===== config.mk =====
export PLATFORM = sky130hd
export DESIGN_NAME = alu_op_a_fwd_stage_flat
export DESIGN_NICKNAME = d
export VERILOG_FILES = /design/src/rtl/alu_op_a_fwd_stage_if.sv /design/src/rtl/alu_op_a_fwd_stage.sv /design/src/flat_wrapper.sv
export SDC_FILE = /design/constraint.sdc
export NUM_CORES = 1
export LEC_CHECK = 0
export BUFFER_PORTS_ARGS = -buffer_cell sky130_fd_sc_hd__buf_2
export CAP_MARGIN = 10
export CORE_AREA = 2 2 107 109
export CTS_BUF_LIST = sky130_fd_sc_hd__clkbuf_16
export DETAILED_ROUTE_END_ITERATION = 10
export DIE_AREA = 0 0 109 111
export HOLD_SLACK_MARGIN = 0.1
export PLACE_DENSITY = 0.67
export SKIP_LAST_GASP = 1
export SLEW_MARGIN = 20
export SYNTH_ARGS = -nofsm -noshare
export SYNTH_HDL_FRONTEND = slang
export SYNTH_SLANG_ARGS = --single-unit

===== constraint.sdc =====
create_clock -name clk_i -period 3.86 [get_ports clk_i]
set_input_delay 0.579 -clock clk_i [delete_from_list [all_inputs] [get_ports clk_i]]
set_output_delay 0.579 -clock clk_i [all_outputs]
set_load 0.03 [all_outputs]

===== src/rtl/alu_op_a_fwd_stage_if.sv =====
// Request/response bus of the ALU operand-A forwarding stage.
// master: ID/EX side plus ALU consumer; slave: the stage itself.
interface alu_op_a_fwd_stage_if #(
   parameter int W     = 32,
   parameter int NFWD  = 2,
   parameter int CNT_W = 16
);
   logic                in_valid_i;
   logic                in_ready_o;
   logic [1:0]          op_a_sel_i;
   logic                imm_a_sel_i;
   logic [4:0]          rs1_addr_i;
   logic [W-1:0]        rf_rdata_a_i;
   logic [W-1:0]        pc_i;
   logic [W-1:0]        zimm_i;
   logic                lsu_addr_incr_req_i;
   logic [W-1:0]        lsu_addr_last_i;
   logic [NFWD-1:0]     fwd_valid_i;
   logic [NFWD*5-1:0]   fwd_addr_i;
   logic [NFWD*W-1:0]   fwd_data_i;
   logic [NFWD-1:0]     fwd_data_rdy_i;
   logic                out_valid_o;
   logic                out_ready_i;
   logic [W-1:0]        alu_operand_a_o;
   logic                fwd_hit_o;
   logic                stall_o;
   logic [CNT_W-1:0]    stall_cnt_o;

   modport master (
      output in_valid_i, op_a_sel_i, imm_a_sel_i, rs1_addr_i, rf_rdata_a_i,
             pc_i, zimm_i, lsu_addr_incr_req_i, lsu_addr_last_i,
             fwd_valid_i, fwd_addr_i, fwd_data_i, fwd_data_rdy_i, out_ready_i,
      input  in_ready_o, out_valid_o, alu_operand_a_o, fwd_hit_o, stall_o,
             stall_cnt_o
   );

   modport slave (
      input  in_valid_i, op_a_sel_i, imm_a_sel_i, rs1_addr_i, rf_rdata_a_i,
             pc_i, zimm_i, lsu_addr_incr_req_i, lsu_addr_last_i,
             fwd_valid_i, fwd_addr_i, fwd_data_i, fwd_data_rdy_i, out_ready_i,
      output in_ready_o, out_valid_o, alu_operand_a_o, fwd_hit_o, stall_o,
             stall_cnt_o
   );
endinterface


===== src/rtl/alu_op_a_fwd_stage.sv =====
// ALU operand-A select with N-deep forwarding, load-use stall and a registered
// valid/ready output stage. Optional stall counter: ALU_OP_A_STALL_CNT_EN.
module alu_op_a_fwd_stage #(
   parameter int W     = 32,
   parameter int NFWD  = 2,
   parameter int CNT_W = 16
) (
   input  logic               clk_i,
   input  logic               rst_ni,
   input  logic               flush_i,
   alu_op_a_fwd_stage_if.slave bus
);
   localparam int IDX_W = (NFWD > 1) ? $clog2(NFWD) : 1;

   typedef enum logic [1:0] {
      SEL_REG_A  = 2'd0,
      SEL_FWD    = 2'd1,
      SEL_CURRPC = 2'd2,
      SEL_IMM    = 2'd3
   } op_a_sel_e;

   typedef enum logic {
      ST_EMPTY = 1'b0,
      ST_FULL  = 1'b1
   } state_e;

   op_a_sel_e        eff_sel_s;
   logic [W-1:0]     imm_a_s;
   logic             hit_s;
   logic [IDX_W-1:0] win_s;
   logic             win_rdy_s;
   logic [W-1:0]     win_data_s;
   logic             reg_hit_s;
   logic             stall_s;
   logic             in_ready_s;
   logic             accept_s;
   logic [W-1:0]     operand_s;

   state_e           state_q, state_d;
   logic [W-1:0]     operand_q, operand_d;
   logic             fwd_hit_q, fwd_hit_d;

   // Operand source resolution and youngest-first forward match
   always_comb begin
      eff_sel_s = bus.lsu_addr_incr_req_i ? SEL_FWD : op_a_sel_e'(bus.op_a_sel_i);
      imm_a_s   = bus.imm_a_sel_i ? {W{1'b0}} : bus.zimm_i;
      hit_s     = 1'b0;
      win_s     = {IDX_W{1'b0}};
      // Walk oldest to youngest so the youngest match is written last
      for (int k = NFWD - 1; k >= 0; k--) begin
         if (bus.fwd_valid_i[k] && (bus.fwd_addr_i[5*k +: 5] == bus.rs1_addr_i) &&
             (bus.rs1_addr_i != 5'd0)) begin
            hit_s = 1'b1;
            win_s = IDX_W'(k);
         end else begin
            hit_s = hit_s;
            win_s = win_s;
         end
      end
      win_rdy_s  = bus.fwd_data_rdy_i[win_s];
      win_data_s = bus.fwd_data_i[win_s*W +: W];
      reg_hit_s  = (eff_sel_s == SEL_REG_A) && hit_s;
      stall_s    = bus.in_valid_i && reg_hit_s && !win_rdy_s;
      in_ready_s = !stall_s && ((state_q == ST_EMPTY) || bus.out_ready_i);
      accept_s   = bus.in_valid_i && in_ready_s && !flush_i;
      case (eff_sel_s)
         SEL_REG_A:  operand_s = hit_s ? win_data_s : bus.rf_rdata_a_i;
         SEL_FWD:    operand_s = bus.lsu_addr_last_i;
         SEL_CURRPC: operand_s = bus.pc_i;
         SEL_IMM:    operand_s = imm_a_s;
         default:    operand_s = bus.pc_i;
      endcase
   end

   // Output register next state; flush overrides load and drain
   always_comb begin
      state_d   = state_q;
      operand_d = operand_q;
      fwd_hit_d = fwd_hit_q;
      if (flush_i) begin
         state_d = ST_EMPTY;
      end else if (accept_s) begin
         state_d   = ST_FULL;
         operand_d = operand_s;
         fwd_hit_d = reg_hit_s;
      end else if ((state_q == ST_FULL) && bus.out_ready_i) begin
         state_d = ST_EMPTY;
      end else begin
         state_d = state_q;
      end
   end

   // Output stage state and registered operand
   always_ff @(posedge clk_i) begin
      if (!rst_ni) begin
         state_q   <= ST_EMPTY;
         operand_q <= {W{1'b0}};
         fwd_hit_q <= 1'b0;
      end else begin
         state_q   <= state_d;
         operand_q <= operand_d;
         fwd_hit_q <= fwd_hit_d;
      end
   end

`ifdef ALU_OP_A_STALL_CNT_EN
   logic [CNT_W-1:0] stall_cnt_q, stall_cnt_d;

   // Saturating stall-cycle count; only reset clears it
   always_comb begin
      if (stall_s && (stall_cnt_q != {CNT_W{1'b1}})) begin
         stall_cnt_d = stall_cnt_q + {{(CNT_W-1){1'b0}}, 1'b1};
      end else begin
         stall_cnt_d = stall_cnt_q;
      end
   end

   // Stall counter register
   always_ff @(posedge clk_i) begin
      if (!rst_ni) begin
         stall_cnt_q <= {CNT_W{1'b0}};
      end else begin
         stall_cnt_q <= stall_cnt_d;
      end
   end

   assign bus.stall_cnt_o = stall_cnt_q;
`else
   assign bus.stall_cnt_o = {CNT_W{1'b0}};
`endif

   assign bus.in_ready_o      = in_ready_s;
   assign bus.stall_o         = stall_s;
   assign bus.out_valid_o     = (state_q == ST_FULL);
   assign bus.alu_operand_a_o = operand_q;
   assign bus.fwd_hit_o       = fwd_hit_q;
endmodule

===== src/flat_wrapper.sv =====
// flat-port wrapper written by rule: the top's interface ports become plain ports
module alu_op_a_fwd_stage_flat 
#(
   parameter int W     = 32,
   parameter int NFWD  = 2,
   parameter int CNT_W = 16
)
  (clk_i, rst_ni, flush_i, bus_in_valid_i, bus_op_a_sel_i, bus_imm_a_sel_i, bus_rs1_addr_i, bus_rf_rdata_a_i, bus_pc_i, bus_zimm_i, bus_lsu_addr_incr_req_i, bus_lsu_addr_last_i, bus_fwd_valid_i, bus_fwd_addr_i, bus_fwd_data_i, bus_fwd_data_rdy_i, bus_out_ready_i, bus_in_ready_o, bus_out_valid_o, bus_alu_operand_a_o, bus_fwd_hit_o, bus_stall_o, bus_stall_cnt_o);
  alu_op_a_fwd_stage_if #(.W(W), .NFWD(NFWD), .CNT_W(CNT_W)) bus_i ();
  input  logic clk_i;
  input  logic rst_ni;
  input  logic flush_i;
  input wire logic [$bits(bus_i.in_valid_i)-1:0] bus_in_valid_i;
  input wire logic [$bits(bus_i.op_a_sel_i)-1:0] bus_op_a_sel_i;
  input wire logic [$bits(bus_i.imm_a_sel_i)-1:0] bus_imm_a_sel_i;
  input wire logic [$bits(bus_i.rs1_addr_i)-1:0] bus_rs1_addr_i;
  input wire logic [$bits(bus_i.rf_rdata_a_i)-1:0] bus_rf_rdata_a_i;
  input wire logic [$bits(bus_i.pc_i)-1:0] bus_pc_i;
  input wire logic [$bits(bus_i.zimm_i)-1:0] bus_zimm_i;
  input wire logic [$bits(bus_i.lsu_addr_incr_req_i)-1:0] bus_lsu_addr_incr_req_i;
  input wire logic [$bits(bus_i.lsu_addr_last_i)-1:0] bus_lsu_addr_last_i;
  input wire logic [$bits(bus_i.fwd_valid_i)-1:0] bus_fwd_valid_i;
  input wire logic [$bits(bus_i.fwd_addr_i)-1:0] bus_fwd_addr_i;
  input wire logic [$bits(bus_i.fwd_data_i)-1:0] bus_fwd_data_i;
  input wire logic [$bits(bus_i.fwd_data_rdy_i)-1:0] bus_fwd_data_rdy_i;
  input wire logic [$bits(bus_i.out_ready_i)-1:0] bus_out_ready_i;
  output wire logic [$bits(bus_i.in_ready_o)-1:0] bus_in_ready_o;
  output wire logic [$bits(bus_i.out_valid_o)-1:0] bus_out_valid_o;
  output wire logic [$bits(bus_i.alu_operand_a_o)-1:0] bus_alu_operand_a_o;
  output wire logic [$bits(bus_i.fwd_hit_o)-1:0] bus_fwd_hit_o;
  output wire logic [$bits(bus_i.stall_o)-1:0] bus_stall_o;
  output wire logic [$bits(bus_i.stall_cnt_o)-1:0] bus_stall_cnt_o;
  assign bus_i.in_valid_i = bus_in_valid_i;
  assign bus_i.op_a_sel_i = bus_op_a_sel_i;
  assign bus_i.imm_a_sel_i = bus_imm_a_sel_i;
  assign bus_i.rs1_addr_i = bus_rs1_addr_i;
  assign bus_i.rf_rdata_a_i = bus_rf_rdata_a_i;
  assign bus_i.pc_i = bus_pc_i;
  assign bus_i.zimm_i = bus_zimm_i;
  assign bus_i.lsu_addr_incr_req_i = bus_lsu_addr_incr_req_i;
  assign bus_i.lsu_addr_last_i = bus_lsu_addr_last_i;
  assign bus_i.fwd_valid_i = bus_fwd_valid_i;
  assign bus_i.fwd_addr_i = bus_fwd_addr_i;
  assign bus_i.fwd_data_i = bus_fwd_data_i;
  assign bus_i.fwd_data_rdy_i = bus_fwd_data_rdy_i;
  assign bus_i.out_ready_i = bus_out_ready_i;
  assign bus_in_ready_o = bus_i.in_ready_o;
  assign bus_out_valid_o = bus_i.out_valid_o;
  assign bus_alu_operand_a_o = bus_i.alu_operand_a_o;
  assign bus_fwd_hit_o = bus_i.fwd_hit_o;
  assign bus_stall_o = bus_i.stall_o;
  assign bus_stall_cnt_o = bus_i.stall_cnt_o;
  alu_op_a_fwd_stage #(.W(W), .NFWD(NFWD), .CNT_W(CNT_W)) u_core (.clk_i(clk_i), .rst_ni(rst_ni), .flush_i(flush_i), .bus(bus_i));
endmodule

==> impl_metrics.ini <==
[timing]
worst_pin_slew_ps = 770
rsz0062_at_grt = no
max_slew_margin = 0.485
hold_viol_final = 0
finalSetupTns_ps = 0
fmax_ghz = 0.363
fin_crit_sh = 0.713
skew_ps = 1.76
layout_min_cycle_time_ps = 2750
setup-violations-final = 0
slew_viol_final = 0
fin_hold_ws_ps = 458

[die]
top_level_ports = 272
initial_core_util = 0.254
num_rows = 39
dieArea_mm2 = 0.0121
coreArea_mm2 = 0.0111
die_y_um = 111
fp.dieW_um = 109

[grt]
grt_use_total = 0.198
grt_pass1_vias = 3719
grt_max_degree = 34
grt_first_pass_wirelength_mm = 18.5
overflow = 0
antenna_found_initial = 3

[yosys]
synth_seq_cells = 34
yosys-top-cells-area = dfxtp_1 24%, nand2_1 13%, a32o_1 11%, a2bb2oi_1 9.6%, a21boi_0 8.3%
syn_area_mm2 = 0.00282
synth-warning-count = 0
synth_top_area_share = 0.242
synth_edf_count = 0
synthCells = 385
synth_top_area_cell = dfxtp_1
ys_async_sr_fraction = 0
syn_area_per_cell_um2 = 7.32
yosysUniqueCellTypes = 35
synth_ff_type = dfxtp_1
synth.yosys.seq_area_share = 0.242

[critical_path]
critPathMaxFanout = 4
reg2reg_slack_ps = 1820
critical_path.top_delay_family = simple AND/OR/NAND/NOR gates
r2r_cells = 5
critical_path.cell_chain = buf_2, or4_4, nor2_2, nor4_2, mux2_4, nor2_1, nor2_1, buf_2
cp_slowest_stage_delay_ps = 540
critPathKind = in -> out
startpoint_type = input port
r2r_start = u_core.bus.out_valid_o$_SDFFE_PP0P_
timing.rr.end = u_core.bus.alu_operand_a_o[14]$_SDFFE_PN0P_
worst-path-buf-inv = 2
cp-end-kind = output pin
arrival_ps = 2170
critPathRequiredTime_ps = 3280
slowest_stage = or4_4

[clock_tree]
cts_tree = yes
cts_root_buf = clkbuf_16
h-tree-depth = 2
cts_buffer_depth = 2
clock-sinks = 34
cts_inserted_buffers = 5
postCtsSetupBuffers = 0
post_cts_resized = 0
cts_hold_buf = 0
clk_pin_slew_worst_paths_ps = 60
clk-insertion-delay-late_ps = 280

[detailed_routing]
dr_total_vias = 3817
drc = 0
post_drt_wl_per_cell_um = 16.3
ant_nets = 0
wl_mm = 12.5
drtPass1Iterations = 8
vias_per_cell = 4.96
drt_iter0_markers = 220

[placement]
io_buffer_count = 255
dp_hpwl_mm = 9.62
gp_congestion = 0.846

[cells_and_area]
fin_util = 0.389
drive_gt1_frac = 0.451
final_cell_mix = 255 x buf_2, 99 x nand2_1, 34 x dfxtp_1, 33 x nand3_1
layout_commonest_cell = buf_2
syn_to_final_growth_pct = 53.1
nets = 845
n_fill_cell = 1197

[hold_path]
min-delay-start = u_core.bus.alu_operand_a_o[20]$_SDFFE_PN0P_
hold_path_class = reg -> reg
hold_end = u_core.bus.alu_operand_a_o[20]$_SDFFE_PN0P_
whs_path_depth = 1

[power]
vdd_drop_max_mv = 0.151
p_leak_nw = 2.10
powerDensity_mw_per_mm2 = 277

[flow_run]
cap_violations = 0

[status]
status = completed
## worst reg2reg max path, stage by stage (launching register included)
cell and delay, ps:
dfxtp_1 320, nor2b_1 140, nor3b_1 630, o22ai_4 320, buf_4 300, a32o_1 220
## cell families (layout without fill, tap and decap cells)
group           Yosys count  count (layout)  share of synthesized area
compound gates          136             136                      0.382
xor+xnor                 10              10                     0.0311
buf+inv                  50             275                      0.100
flops                    34              34                      0.242
mux                       2               2                    0.00933
other cells               1              18                    0.00133
simple gates            152             152                      0.234
## layout make-up
cell class / instances / area (um^2) / area share
Clock buffer: 5 / 125 / 0.0290
Multi-Input combinational cell: 316 / 1930 / 0.447
Inverter: 3 / 11.3 / 0.00261
Antenna cell: 2 / 5.00 / 0.00116
Sequential cell: 34 / 681 / 0.158
Tap cell: 143 / 179 / 0.0415
Clock inverter: 2 / 33.8 / 0.00783
Timing Repair Buffer: 265 / 1350 / 0.313
## flip-flops by register name, indices dropped and copies added, names as in the netlist
register	flops
u_core.bus.fwd_hit_o	1
u_core.bus.alu_operand_a_o	32
u_core.bus.out_valid_o	1
## power by group
group          internal (W)  switching, W
logic              0.000163      0.000196
registers          0.000371     0.0000102
clock network      0.000299      0.000154
total              0.000833      0.000360
## cell usage after synthesis (2+ instances only)
cell	instances
a21boi_0	31
a21oi_1	3
a2bb2oi_1	31
a32o_1	32
buf_2	10
buf_4	16
buf_6	3
clkbuf_1	18
dfxtp_1	34
inv_1	3
nand2_1	99
nand2b_1	2
nand3_1	33
nand4_1	3
nor2_1	6
nor2b_1	2
nor3_1	2
o21ai_0	32
xnor2_1	6
xor2_1	4
## through the flow
step           cell area (um^2)  power [W]  setup slack (ps)  instances
2_1_floorplan              2870   0.000592               940        400
3_3_place_gp               4150   0.000749              1060        761
3_5_place_dp               4150   0.000750               983        761
4_1_cts                    4310    0.00121              1110        768
5_1_grt                    4310    0.00126              1050        770
6_report                   4310    0.00119              1110        770
## metal layers
layer / global-route usage / vias to the layer above / share of wire
met4: 0.0530 / 2 / 0.020
li1: - / 1863 / -
met1: 0.216 / 1722 / 0.38
met3: 0.0535 / 20 / 0.095
met2: 0.368 / 210 / 0.50
met5: 0 / - / 0.0010
## worst max-delay path by stage
stage	start	endpoint	cells after the start
2_1_floorplan	bus_rs1_addr_i[3]	bus_in_ready_o	6
4_1_cts	bus_rs1_addr_i[3]	bus_in_ready_o	8
3_3_place_gp	bus_rs1_addr_i[2]	u_core.bus.alu_operand_a_o[26]$_SDFFE_PN0P_	8
3_5_place_dp	bus_rs1_addr_i[4]	u_core.bus.alu_operand_a_o[26]$_SDFFE_PN0P_	8
5_1_grt	bus_rs1_addr_i[4]	bus_in_ready_o	8
6_report	bus_rs1_addr_i[3]	bus_in_ready_o	8
No activity file was read; power rests on OpenSTA's default activity.
